--- src/rtl/mem_pkg.sv ---
// rtl/mem_pkg.sv - shared types, constants and access-check helpers for the load/store unit
package mem_pkg;

    typedef enum logic [2:0] {
        F3_B  = 3'b000,
        F3_H  = 3'b001,
        F3_W  = 3'b010,
        F3_BU = 3'b100,
        F3_HU = 3'b101
    } funct3_t;

    typedef enum logic [1:0] {
        IDLE,
        RD,
        WR,
        RESP
    } lsu_state_t;

    localparam logic [15:0] MMIO_HI_DEFAULT = 16'hFFFF;

    // Illegal encodings and misaligned halves/words both end in an error response.
    function automatic logic access_bad(input logic [2:0] funct3, input logic [1:0] lo);
        case (funct3)
            F3_B, F3_BU: return 1'b0;
            F3_H, F3_HU: return lo[0];
            F3_W:        return lo != 2'b00;
            default:     return 1'b1;
        endcase
    endfunction

    function automatic logic [31:0] zext_store(input logic [2:0] funct3, input logic [31:0] data);
        case (funct3)
            F3_B, F3_BU: return {24'h0, data[7:0]};
            F3_H, F3_HU: return {16'h0, data[15:0]};
            default:     return data;
        endcase
    endfunction

endpackage

--- src/rtl/load_store_unit_if.sv ---
// rtl/load_store_unit_if.sv - core request/response and memory port B signals of the load/store unit
interface load_store_unit_if;
    logic        Req;
    logic        IsStore;
    logic [2:0]  Funct3;
    logic [31:0] Addr;
    logic [31:0] StoreData;
    logic [31:0] MemAddr;
    logic [31:0] MemWriteData;
    logic        MemWe;
    logic [31:0] MemReadData;
    logic [31:0] LoadData;
    logic        Ready;
    logic        Busy;
    logic        MisalignExc;

    modport master (
        output Req, IsStore, Funct3, Addr, StoreData, MemReadData,
        input  MemAddr, MemWriteData, MemWe, LoadData, Ready, Busy, MisalignExc
    );

    modport slave (
        input  Req, IsStore, Funct3, Addr, StoreData, MemReadData,
        output MemAddr, MemWriteData, MemWe, LoadData, Ready, Busy, MisalignExc
    );
endinterface

--- src/rtl/lsu_lane_align.sv ---
// rtl/lsu_lane_align.sv - load lane extraction with sign/zero extension and sub-word store merge
module lsu_lane_align
    import mem_pkg::*;
(
    input  logic [31:0] word,
    input  logic [31:0] data,
    input  logic [1:0]  lane,
    input  logic [2:0]  funct3,
    output logic [31:0] extracted,
    output logic [31:0] merged
);

    logic [7:0]  byte_sel;
    logic [15:0] half_sel;

    assign byte_sel = 8'(word >> {lane, 3'b000});
    assign half_sel = lane[1] ? word[31:16] : word[15:0];

    always_comb begin
        extracted = word;
        case (funct3)
            F3_B:    extracted = {{24{byte_sel[7]}}, byte_sel};
            F3_BU:   extracted = {24'h0, byte_sel};
            F3_H:    extracted = {{16{half_sel[15]}}, half_sel};
            F3_HU:   extracted = {16'h0, half_sel};
            default: extracted = word;
        endcase
    end

    always_comb begin
        merged = word;
        case (funct3)
            F3_B, F3_BU: merged[{lane, 3'b000} +: 8] = data[7:0];
            F3_H, F3_HU: merged[{lane[1], 4'b0000} +: 16] = data[15:0];
            default:     merged = data;
        endcase
    end

endmodule

--- src/rtl/load_store_unit.sv ---
// rtl/load_store_unit.sv - turns byte/half/word loads and stores into word-only memory port B traffic
module load_store_unit
    import mem_pkg::*;
#(
    parameter int          READ_LATENCY = 1,
    parameter logic [15:0] MMIO_HI      = MMIO_HI_DEFAULT
) (
    input  logic              clk,
    input  logic              reset,
    load_store_unit_if.slave  bus
);

    localparam logic [7:0] CNT_INIT = 8'(READ_LATENCY - 1);

    lsu_state_t  state, state_next;
    logic [31:0] a_addr, a_data, wbuf, load_q;
    logic [2:0]  a_f3;
    logic        a_store, err;
    logic [7:0]  cnt;
    logic [31:0] load_ext, merged;
    logic        req_bad, req_direct_wr;

    assign req_bad       = access_bad(bus.Funct3, bus.Addr[1:0]);
    // Word stores and all MMIO stores skip the read: MMIO registers must not see a read side effect.
    assign req_direct_wr = bus.IsStore &&
                           (bus.Funct3 == F3_W || bus.Addr[31:16] == MMIO_HI);

    lsu_lane_align u_align (
        .word      (bus.MemReadData),
        .data      (a_data),
        .lane      (a_addr[1:0]),
        .funct3    (a_f3),
        .extracted (load_ext),
        .merged    (merged)
    );

    always_ff @(posedge clk) begin
        if (!reset) begin
            state   <= IDLE;
            a_addr  <= '0;
            a_data  <= '0;
            a_f3    <= '0;
            a_store <= 1'b0;
            err     <= 1'b0;
            cnt     <= '0;
            wbuf    <= '0;
            load_q  <= '0;
        end else begin
            state <= state_next;
            case (state)
                IDLE: if (bus.Req) begin
                    a_addr  <= bus.Addr;
                    a_data  <= bus.StoreData;
                    a_f3    <= bus.Funct3;
                    a_store <= bus.IsStore;
                    err     <= req_bad;
                    cnt     <= CNT_INIT;
                    wbuf    <= zext_store(bus.Funct3, bus.StoreData);
                end
                RD: begin
                    if (cnt != 8'd0) begin
                        cnt <= cnt - 8'd1;
                    end else if (a_store) begin
                        wbuf <= merged;
                    end else begin
                        load_q <= load_ext;
                    end
                end
                default: ;
            endcase
        end
    end

    always_comb begin
        state_next  = state;
        bus.MemAddr = {a_addr[31:2], 2'b00};
        case (state)
            IDLE: begin
                bus.MemAddr = {bus.Addr[31:2], 2'b00};
                if (bus.Req) begin
                    if (req_bad)            state_next = RESP;
                    else if (req_direct_wr) state_next = WR;
                    else                    state_next = RD;
                end
            end
            RD:      if (cnt == 8'd0) state_next = a_store ? WR : RESP;
            WR:      state_next = RESP;
            RESP:    state_next = IDLE;
            default: state_next = IDLE;
        endcase
    end

    assign bus.MemWe        = (state == WR) && reset;
    assign bus.MemWriteData = wbuf;
    assign bus.LoadData     = load_q;
    assign bus.Ready        = (state == RESP);
    assign bus.MisalignExc  = (state == RESP) && err;
    assign bus.Busy         = (state != IDLE);

endmodule

--- src/flat_wrapper.sv ---
// flat-port wrapper written by rule: the top's interface ports become plain ports
module load_store_unit_flat import mem_pkg::*;
#(
    parameter int          READ_LATENCY = 1,
    parameter logic [15:0] MMIO_HI      = MMIO_HI_DEFAULT
)
  (clk, reset, bus_Req, bus_IsStore, bus_Funct3, bus_Addr, bus_StoreData, bus_MemReadData, bus_MemAddr, bus_MemWriteData, bus_MemWe, bus_LoadData, bus_Ready, bus_Busy, bus_MisalignExc);
  load_store_unit_if bus_i ();
  input  logic clk;
  input  logic reset;
  input wire logic [$bits(bus_i.Req)-1:0] bus_Req;
  input wire logic [$bits(bus_i.IsStore)-1:0] bus_IsStore;
  input wire logic [$bits(bus_i.Funct3)-1:0] bus_Funct3;
  input wire logic [$bits(bus_i.Addr)-1:0] bus_Addr;
  input wire logic [$bits(bus_i.StoreData)-1:0] bus_StoreData;
  input wire logic [$bits(bus_i.MemReadData)-1:0] bus_MemReadData;
  output wire logic [$bits(bus_i.MemAddr)-1:0] bus_MemAddr;
  output wire logic [$bits(bus_i.MemWriteData)-1:0] bus_MemWriteData;
  output wire logic [$bits(bus_i.MemWe)-1:0] bus_MemWe;
  output wire logic [$bits(bus_i.LoadData)-1:0] bus_LoadData;
  output wire logic [$bits(bus_i.Ready)-1:0] bus_Ready;
  output wire logic [$bits(bus_i.Busy)-1:0] bus_Busy;
  output wire logic [$bits(bus_i.MisalignExc)-1:0] bus_MisalignExc;
  assign bus_i.Req = bus_Req;
  assign bus_i.IsStore = bus_IsStore;
  assign bus_i.Funct3 = bus_Funct3;
  assign bus_i.Addr = bus_Addr;
  assign bus_i.StoreData = bus_StoreData;
  assign bus_i.MemReadData = bus_MemReadData;
  assign bus_MemAddr = bus_i.MemAddr;
  assign bus_MemWriteData = bus_i.MemWriteData;
  assign bus_MemWe = bus_i.MemWe;
  assign bus_LoadData = bus_i.LoadData;
  assign bus_Ready = bus_i.Ready;
  assign bus_Busy = bus_i.Busy;
  assign bus_MisalignExc = bus_i.MisalignExc;
  load_store_unit #(.READ_LATENCY(READ_LATENCY), .MMIO_HI(MMIO_HI)) u_core (.clk(clk), .reset(reset), .bus(bus_i));
endmodule
--- config.mk ---
export PLATFORM = sky130hd
export DESIGN_NAME = load_store_unit_flat
export DESIGN_NICKNAME = d
export VERILOG_FILES = /design/src/rtl/mem_pkg.sv /design/src/rtl/load_store_unit_if.sv /design/src/rtl/lsu_lane_align.sv /design/src/rtl/load_store_unit.sv /design/src/flat_wrapper.sv
export SDC_FILE = /design/constraint.sdc
export NUM_CORES = 1
export LEC_CHECK = 0
export BUFFER_PORTS_ARGS = -buffer_cell sky130_fd_sc_hd__clkbuf_2
export CAP_MARGIN = 25
export CORE_MARGIN = 3
export CORE_UTILIZATION = 56
export CTS_CLUSTER_DIAMETER = 40
export DETAILED_ROUTE_END_ITERATION = 7
export PLACE_DENSITY = 0.9
export SYNTH_ARGS = -nofsm -noshare
export SYNTH_HDL_FRONTEND = slang
export SYNTH_SLANG_ARGS = --single-unit
--- constraint.sdc ---
create_clock -name clk -period 8.16 [get_ports clk]
set_clock_uncertainty 0.15 [all_clocks]
set_input_delay 0.408 -clock clk [delete_from_list [all_inputs] [get_ports clk]]
set_output_delay 0.408 -clock clk [all_outputs]
set_load 0.02 [all_outputs]
Word level (Yosys, flattened, before mapping)
Index checks and enable logic that the tools add are counted.
{"block": "word_totals", "wordCells": 77, "reg_bits": 143, "out_inout_bits": 100}
{"block": "classes", "reduce_logical": 21, "eq_ne": 16, "bitwise_logic": 2, "addsub": 3, "shift": 5, "muxes": 21}
{"cell": "case mux 32 bit (2 select lines)", "count": 3}
{"cell": "two-way mux 32 bit", "count": 4}
{"cell": "case mux 32 bit (4 select lines)", "count": 1}
{"cell": "bitwise mux 32 bit", "count": 2}
{"cell": "variable shift 16 x 7 -> 32 bit, first input constant", "count": 1}
{"cell": "variable shift 8 x 7 -> 32 bit, first input constant", "count": 1}
{"cell": "variable part select 16 x 7 -> 32 bit", "count": 1}
{"cell": "variable part select 8 x 7 -> 32 bit", "count": 1}
{"cell": "right shift 32 x 5 -> 8 bit", "count": 1}
{"cell": "== test 16 bit, second input constant", "count": 1}
{"cell": "two-way mux 16 bit", "count": 1}
{"cell": "two-way mux 8 bit", "count": 2}
{"cell": "case mux 8 bit (2 select lines)", "count": 1}
{"cell": "negator 5 -> 7 bit", "count": 2}
{"cell": "== test 3 bit, second input constant", "count": 4}
{"cell": "zero test 8 bit", "count": 1}
{"cell": "two-way mux 2 bit", "count": 4}
{"cell": "case mux 2 bit (4 select lines)", "count": 1}
{"cell": "nonzero test 8 bit", "count": 1}
{"cell": "OR reduction 2 bit", "count": 4}
{"cell": "subtractor 8 x 1 -> 8 bit, second input constant", "count": 1}
{"cell": "== test 3 x 1 -> 1 bit, second input constant", "count": 2}
{"cell": "zero test 3 bit", "count": 2}
{"cell": "!= test 2 x 1 -> 1 bit, second input constant", "count": 3}
{"cell": "14 further kinds", "count": 23}

Longest topological paths before layout
{"block": "logic_depth", "word_depth": 7, "ltp_mapped": 10, "mapped_depth_nobuf": 6}

By module
Synthesis repeated with hierarchy kept, for this count alone.
{"block": "unflattened", "hier_cells": 936, "area_unflattened_um2": 7775.0}
{"mod": "load_store_unit", "area_per_inst_um2": 6105.9, "n_inst": 1, "cells_each": 693}
{"mod": "lsu_lane_align", "area_per_inst_um2": 1669.1, "n_inst": 1, "cells_each": 243}

Worst setup path after synthesis
Ideal clock, no wire load.
{"block": "synth_path", "kind": "register to register", "start": "register u_core.a_addr[1]", "end": "register u_core.wbuf[16], in the netlist u_core.bus.MemWriteData[16]", "path_slack_ns": 5.406, "t_arrival_ns": 2.486, "stages_incl_launch_ff": 11, "setup_ns": 0.117, "t_required_ns": 7.893, "cell_sequence": "dfxtp_1 -> buf_2 -> buf_2 -> inv_1 -> buf_2 -> ha_1 -> nor4bb_1 -> clkbuf_1 -> a221o_1 -> a221o_1 -> a32o_1"}
{"block": "synth_via", "elab_chain_cells": 7, "word_cells_on_any_way": 12, "cone_classes": "2 x add/sub; 4 x shift; 6 x mux"}
{"item": "start, declared", "line": "load_store_unit.sv:16", "rtl": "logic [31:0] a_addr, a_data, wbuf, load_q;"}
{"item": "start signal, assigned", "line": "load_store_unit.sv:52", "rtl": "a_addr <= bus.Addr;"}
{"item": "negator 5 -> 7 bit (on tied branches)", "line": "lsu_lane_align.sv:34, lsu_lane_align.sv:33"}
{"item": "variable part select 16 x 7 -> 32 bit (tied with other cells)", "line": "lsu_lane_align.sv:34", "rtl": "F3_H, F3_HU: merged[{lane[1], 4'b0000} +: 16] = data[15:0];"}
{"item": "bitwise mux 32 bit (on tied branches)", "line": "lsu_lane_align.sv:34, lsu_lane_align.sv:33"}
{"item": "case mux 32 bit (2 select lines) *", "line": "lsu_lane_align.sv:32", "rtl": "case (funct3)"}
{"item": "two-way mux 32 bit *", "line": "load_store_unit.sv:63", "rtl": "end else if (a_store) begin"}
{"item": "two-way mux 32 bit *", "line": "load_store_unit.sv:61", "rtl": "if (cnt != 8'd0) begin"}
{"item": "case mux 32 bit (2 select lines) *", "line": "load_store_unit.sv:50", "rtl": "case (state)"}
{"item": "end signal, assigned", "line": "load_store_unit.sv:58", "rtl": "wbuf <= zext_store(bus.Funct3, bus.StoreData);"}
{"item": "end signal, assigned", "line": "load_store_unit.sv:64", "rtl": "wbuf <= merged;"}
{"item": "end, declared", "line": "load_store_unit.sv:16"}
Mark *: on every way between the ends. The rest lies on a longest branch, timed or not. The select of a mux whose other input is x is not followed.
A chain may end at the register's enable or synchronous reset.

Worst setup path in the final report
{"block": "layout_path", "start": "register u_core.state[1]", "end": "register u_core.wbuf[20], in the netlist u_core.bus.MemWriteData[20]"}
{"block": "layout_via", "elab_chain_cells": 3, "word_cells_on_any_way": 8, "cone_classes": "4 x eq/ne; 1 x mux; 3 x reduce/logical"}
{"item": "start, declared", "line": "load_store_unit.sv:15", "rtl": "lsu_state_t state, state_next;"}
{"item": "start signal, assigned", "line": "load_store_unit.sv:49", "rtl": "state <= state_next;"}
{"item": "== test 2 x 1 -> 1 bit / zero test 2 bit (equally long branches)", "line": "load_store_unit.sv:50"}
{"item": "!= test 2 x 1 -> 1 bit (no line) (tied with other cells)"}
{"item": "AND reduction 4 bit (no line)"}
Parallel ways exist; a longest one is shown, timed or not.

==> flow_metrics.tcl <==
set metrics [dict create \
    detailroute.via_count 8085 \
    cts_resized 0 \
    crit_type "reg2reg" \
    ys_ff_latch 143 \
    status "completed" \
    final_cell_area_sq_um 9070 \
    fin_nets 1180 \
    port_buffers 200 \
    cap_violations 0 \
    layout_commonest_cell "nand2_1" \
    io_pins 203 \
    slew_viol_final 0 \
    path_max_fanout 31 \
    peakVddDrop_mv 0.247 \
    setup_viol 0 \
    cpLargestDelayFamily "buffers and inverters" \
    fp.dieArea_sq_um 14800 \
    grt_pass1_wl_mm 38.8 \
    final_cells 1250 \
    synth_xor_area_frac 0 \
    placed_cells 1219 \
    holdBufCountCts 0 \
    r2r_start "u_core.state[1]" \
    postCtsSetupRepairBufs 0 \
    rsz0062_at_grt "no" \
    clk_path_buf_depth 2 \
    max_freq_ghz 0.328 \
    synth_area_sq_um 7510 \
    hp-start "bus_StoreData[4]" \
    cts_buffers 17 \
    cts_root_buf "clkbuf_16" \
    hold_viol 0 \
    cts_tree "yes" \
    dieHeight_um 122 \
    synthFlopType "dfxtp_1" \
    crit_chain "inv_1 > ha_1 > inv_1 > a21o_1 > a21oi_2 > buf_4 > a32o_1" \
    synthArstFlopShare 0 \
    worst_pin_slew_ns 1.03 \
    drive_gt1_frac 0.287 \
    areaGrowthSynthToFinish_pct 20.8 \
    htreeDepth 4 \
    place_hpwl_mm 17.5 \
    crit_top_cell "inv_1" \
    clock_latency_ns 0.43 \
    final_cell_mix "nand2_1 (206), clkbuf_2 (200), dfxtp_1 (142)" \
    clkSinkCount 143 \
    fin_crit_ns 3.05 \
    pwr-share-clk 0.224 \
    grt_max_degree 86 \
    path_clk_slew_ns 0.06 \
    cp.arrival_ns 3.27 \
    synth_fa_ha_area_frac 0.0183 \
    die_w_um 122 \
    antenna_left 0 \
    fin_tns_setup_ns 0 \
    seqPwrFrac 0.303 \
    drtIter0Drc 1340 \
    start_util 0.583 \
    ys_seq_area_frac 0.381 \
    crit_buf_inv 3 \
    yosys_warnings 0 \
    antenna_found_initial 0 \
    finalWeightedCongestion 0.975 \
    rrSetupSlack_ns 5.11 \
    crit_path_end_kind "flop" \
    rr_worst_depth 7 \
    pwr-share-comb 0.473 \
    synthMuxAreaShare 0.0868 \
    power.total_mw 3.43 \
    diodes 0 \
    p_int_mw 1.95 \
    grt.total_usage 0.333 \
    syn_inst 912 \
    worstHoldPathCells 3 \
    start_kind "flop" \
    syn_area_per_cell_sq_um 8.24 \
    worst_path_max_delay_cell "inv_1" \
    std_cell_rows 41 \
    drcViolationCount 0 \
    power_per_cell_area_nw_per_um2 378 \
    core-area_sq_um 12900 \
    wl_mm 25.4 \
    swShare 0.431 \
    max_stage_delay_ns 0.65 \
    p_switching_mw 1.48 \
    post-route-period-util 0.374 \
    vias_per_cell 6.47 \
    yosys.area_share.simple 0.175 \
    hp-class "in2reg" \
    synth-edff-count 0 \
    holdPathEnd "u_core.a_data[4]" \
    overflow 0 \
    leakage_nw 3.83 \
    synth_cell_types 69 \
    worstPathRequired_ns 8.38 \
    grt_pass1_vias 7375 \
    synth_top_family_by_area "compound AO/OA/AOI/OAI gates" \
    dr.pass1.iters 6 \
    place_area_sq_um 8490 \
    synth_compound_area_frac 0.285 \
    relSlewSlack 0.312 \
    wl_per_cell_um 20.3 \
    r2r_end "u_core.bus.MemWriteData[20]" \
]
-- state kept, by name, summed over array words and instances, names as in the netlist --
register / cells
u_core.a_addr: 32
u_core.a_data: 32
u_core.state: 2
u_core.a_store: 1
u_core.bus.MemWriteData: 32
u_core.err: 1
u_core.bus.LoadData: 32
u_core.a_f3: 3
u_core.cnt: 8
-- final cells by class --
cell class	instances	area, sq um
Timing Repair Buffer	212	1090
Clock buffer	20	467
Tap cell	172	215
Clock inverter	11	115
Fill cell	1024	3800
Multi-Input combinational cell	677	4270
Sequential cell	143	2860
Inverter	15	56.3
-- stage by stage --
| step | hold slack, ns | utilization | worst slack (ns) |
|---|---|---|---|
| after floorplan | 0.284 | - | 5.41 |
| after global placement | 0.290 | 0.659 | 5.16 |
| after detailed placement | 0.299 | 0.660 | 5.25 |
| after CTS | 0.0580 | 0.705 | 5.19 |
| after global routing | 0.0601 | 0.705 | 4.86 |
| final | 0.0648 | 0.705 | 5.11 |
-- Yosys cell counts, types with 12 or more instances --
cell,number,share of area
mux2i_1,19,0.025
nand2_1,207,0.10
inv_1,14,0.0070
mux2_2,39,0.058
clkbuf_1,45,0.022
nor2_1,14,0.0070
dfxtp_1,143,0.38
a21oi_1,135,0.090
buf_2,13,0.0087
a221o_1,36,0.048
a22oi_1,14,0.014
o21ai_0,31,0.021
nor2b_1,12,0.010
a32o_1,32,0.043
-- power by group through the flow --
stage,sequential [mW],clock (mW),combinational (mW)
finish,1.04,0.768,1.62
global placement,1.04,0,1.55
detailed placement,1.05,0,1.58
floorplan,1.15,0,1.02
CTS,1.03,0.771,1.60
global route,1.06,0.802,1.75
-- cell families (layout without fill, tap and decap cells) --
kind of cell / count (synthesis) / after routing
adders and majority gates: 11 / 11
other: 1 / 2
buffers and inverters: 93 / 258
and+or+nand+nor: 293 / 293
muxes: 59 / 59
DFF: 143 / 143
AOI/OAI and AO/OA: 312 / 312
-- metal layers --
layer,vias up,track usage,routed length [um]
li1,3645,-,-
met1,3707,0.433,9450
met2,630,0.521,11200
met3,103,0.0910,3560
met4,0,0.146,1170
met5,-,0,0
-- how the worst max path moves through the flow --
stage	startpoint	endpoint	slack, ns	cells after the start
finish	u_core.state[1]	u_core.bus.MemWriteData[20]	5.11	7
detailed placement	u_core.state[1]	u_core.bus.MemWriteData[20]	5.25	7
CTS	u_core.state[1]	u_core.bus.MemWriteData[20]	5.19	7
global route	u_core.state[1]	u_core.bus.MemWriteData[10]	4.86	7
global placement	u_core.a_addr[0]	u_core.bus.MemWriteData[18]	5.16	6
floorplan	u_core.a_addr[1]	u_core.bus.MemWriteData[16]	5.41	10
-- worst reg2reg max path, cell delays in order, from the launching register on --
cell and delay, ns:
dfxtp_1 0.34, inv_1 0.09, ha_1 0.63, inv_1 0.65, a21o_1 0.42, a21oi_2 0.16
buf_4 0.35, a32o_1 0.21
Note: power is estimated with default switching activity, not from simulation.
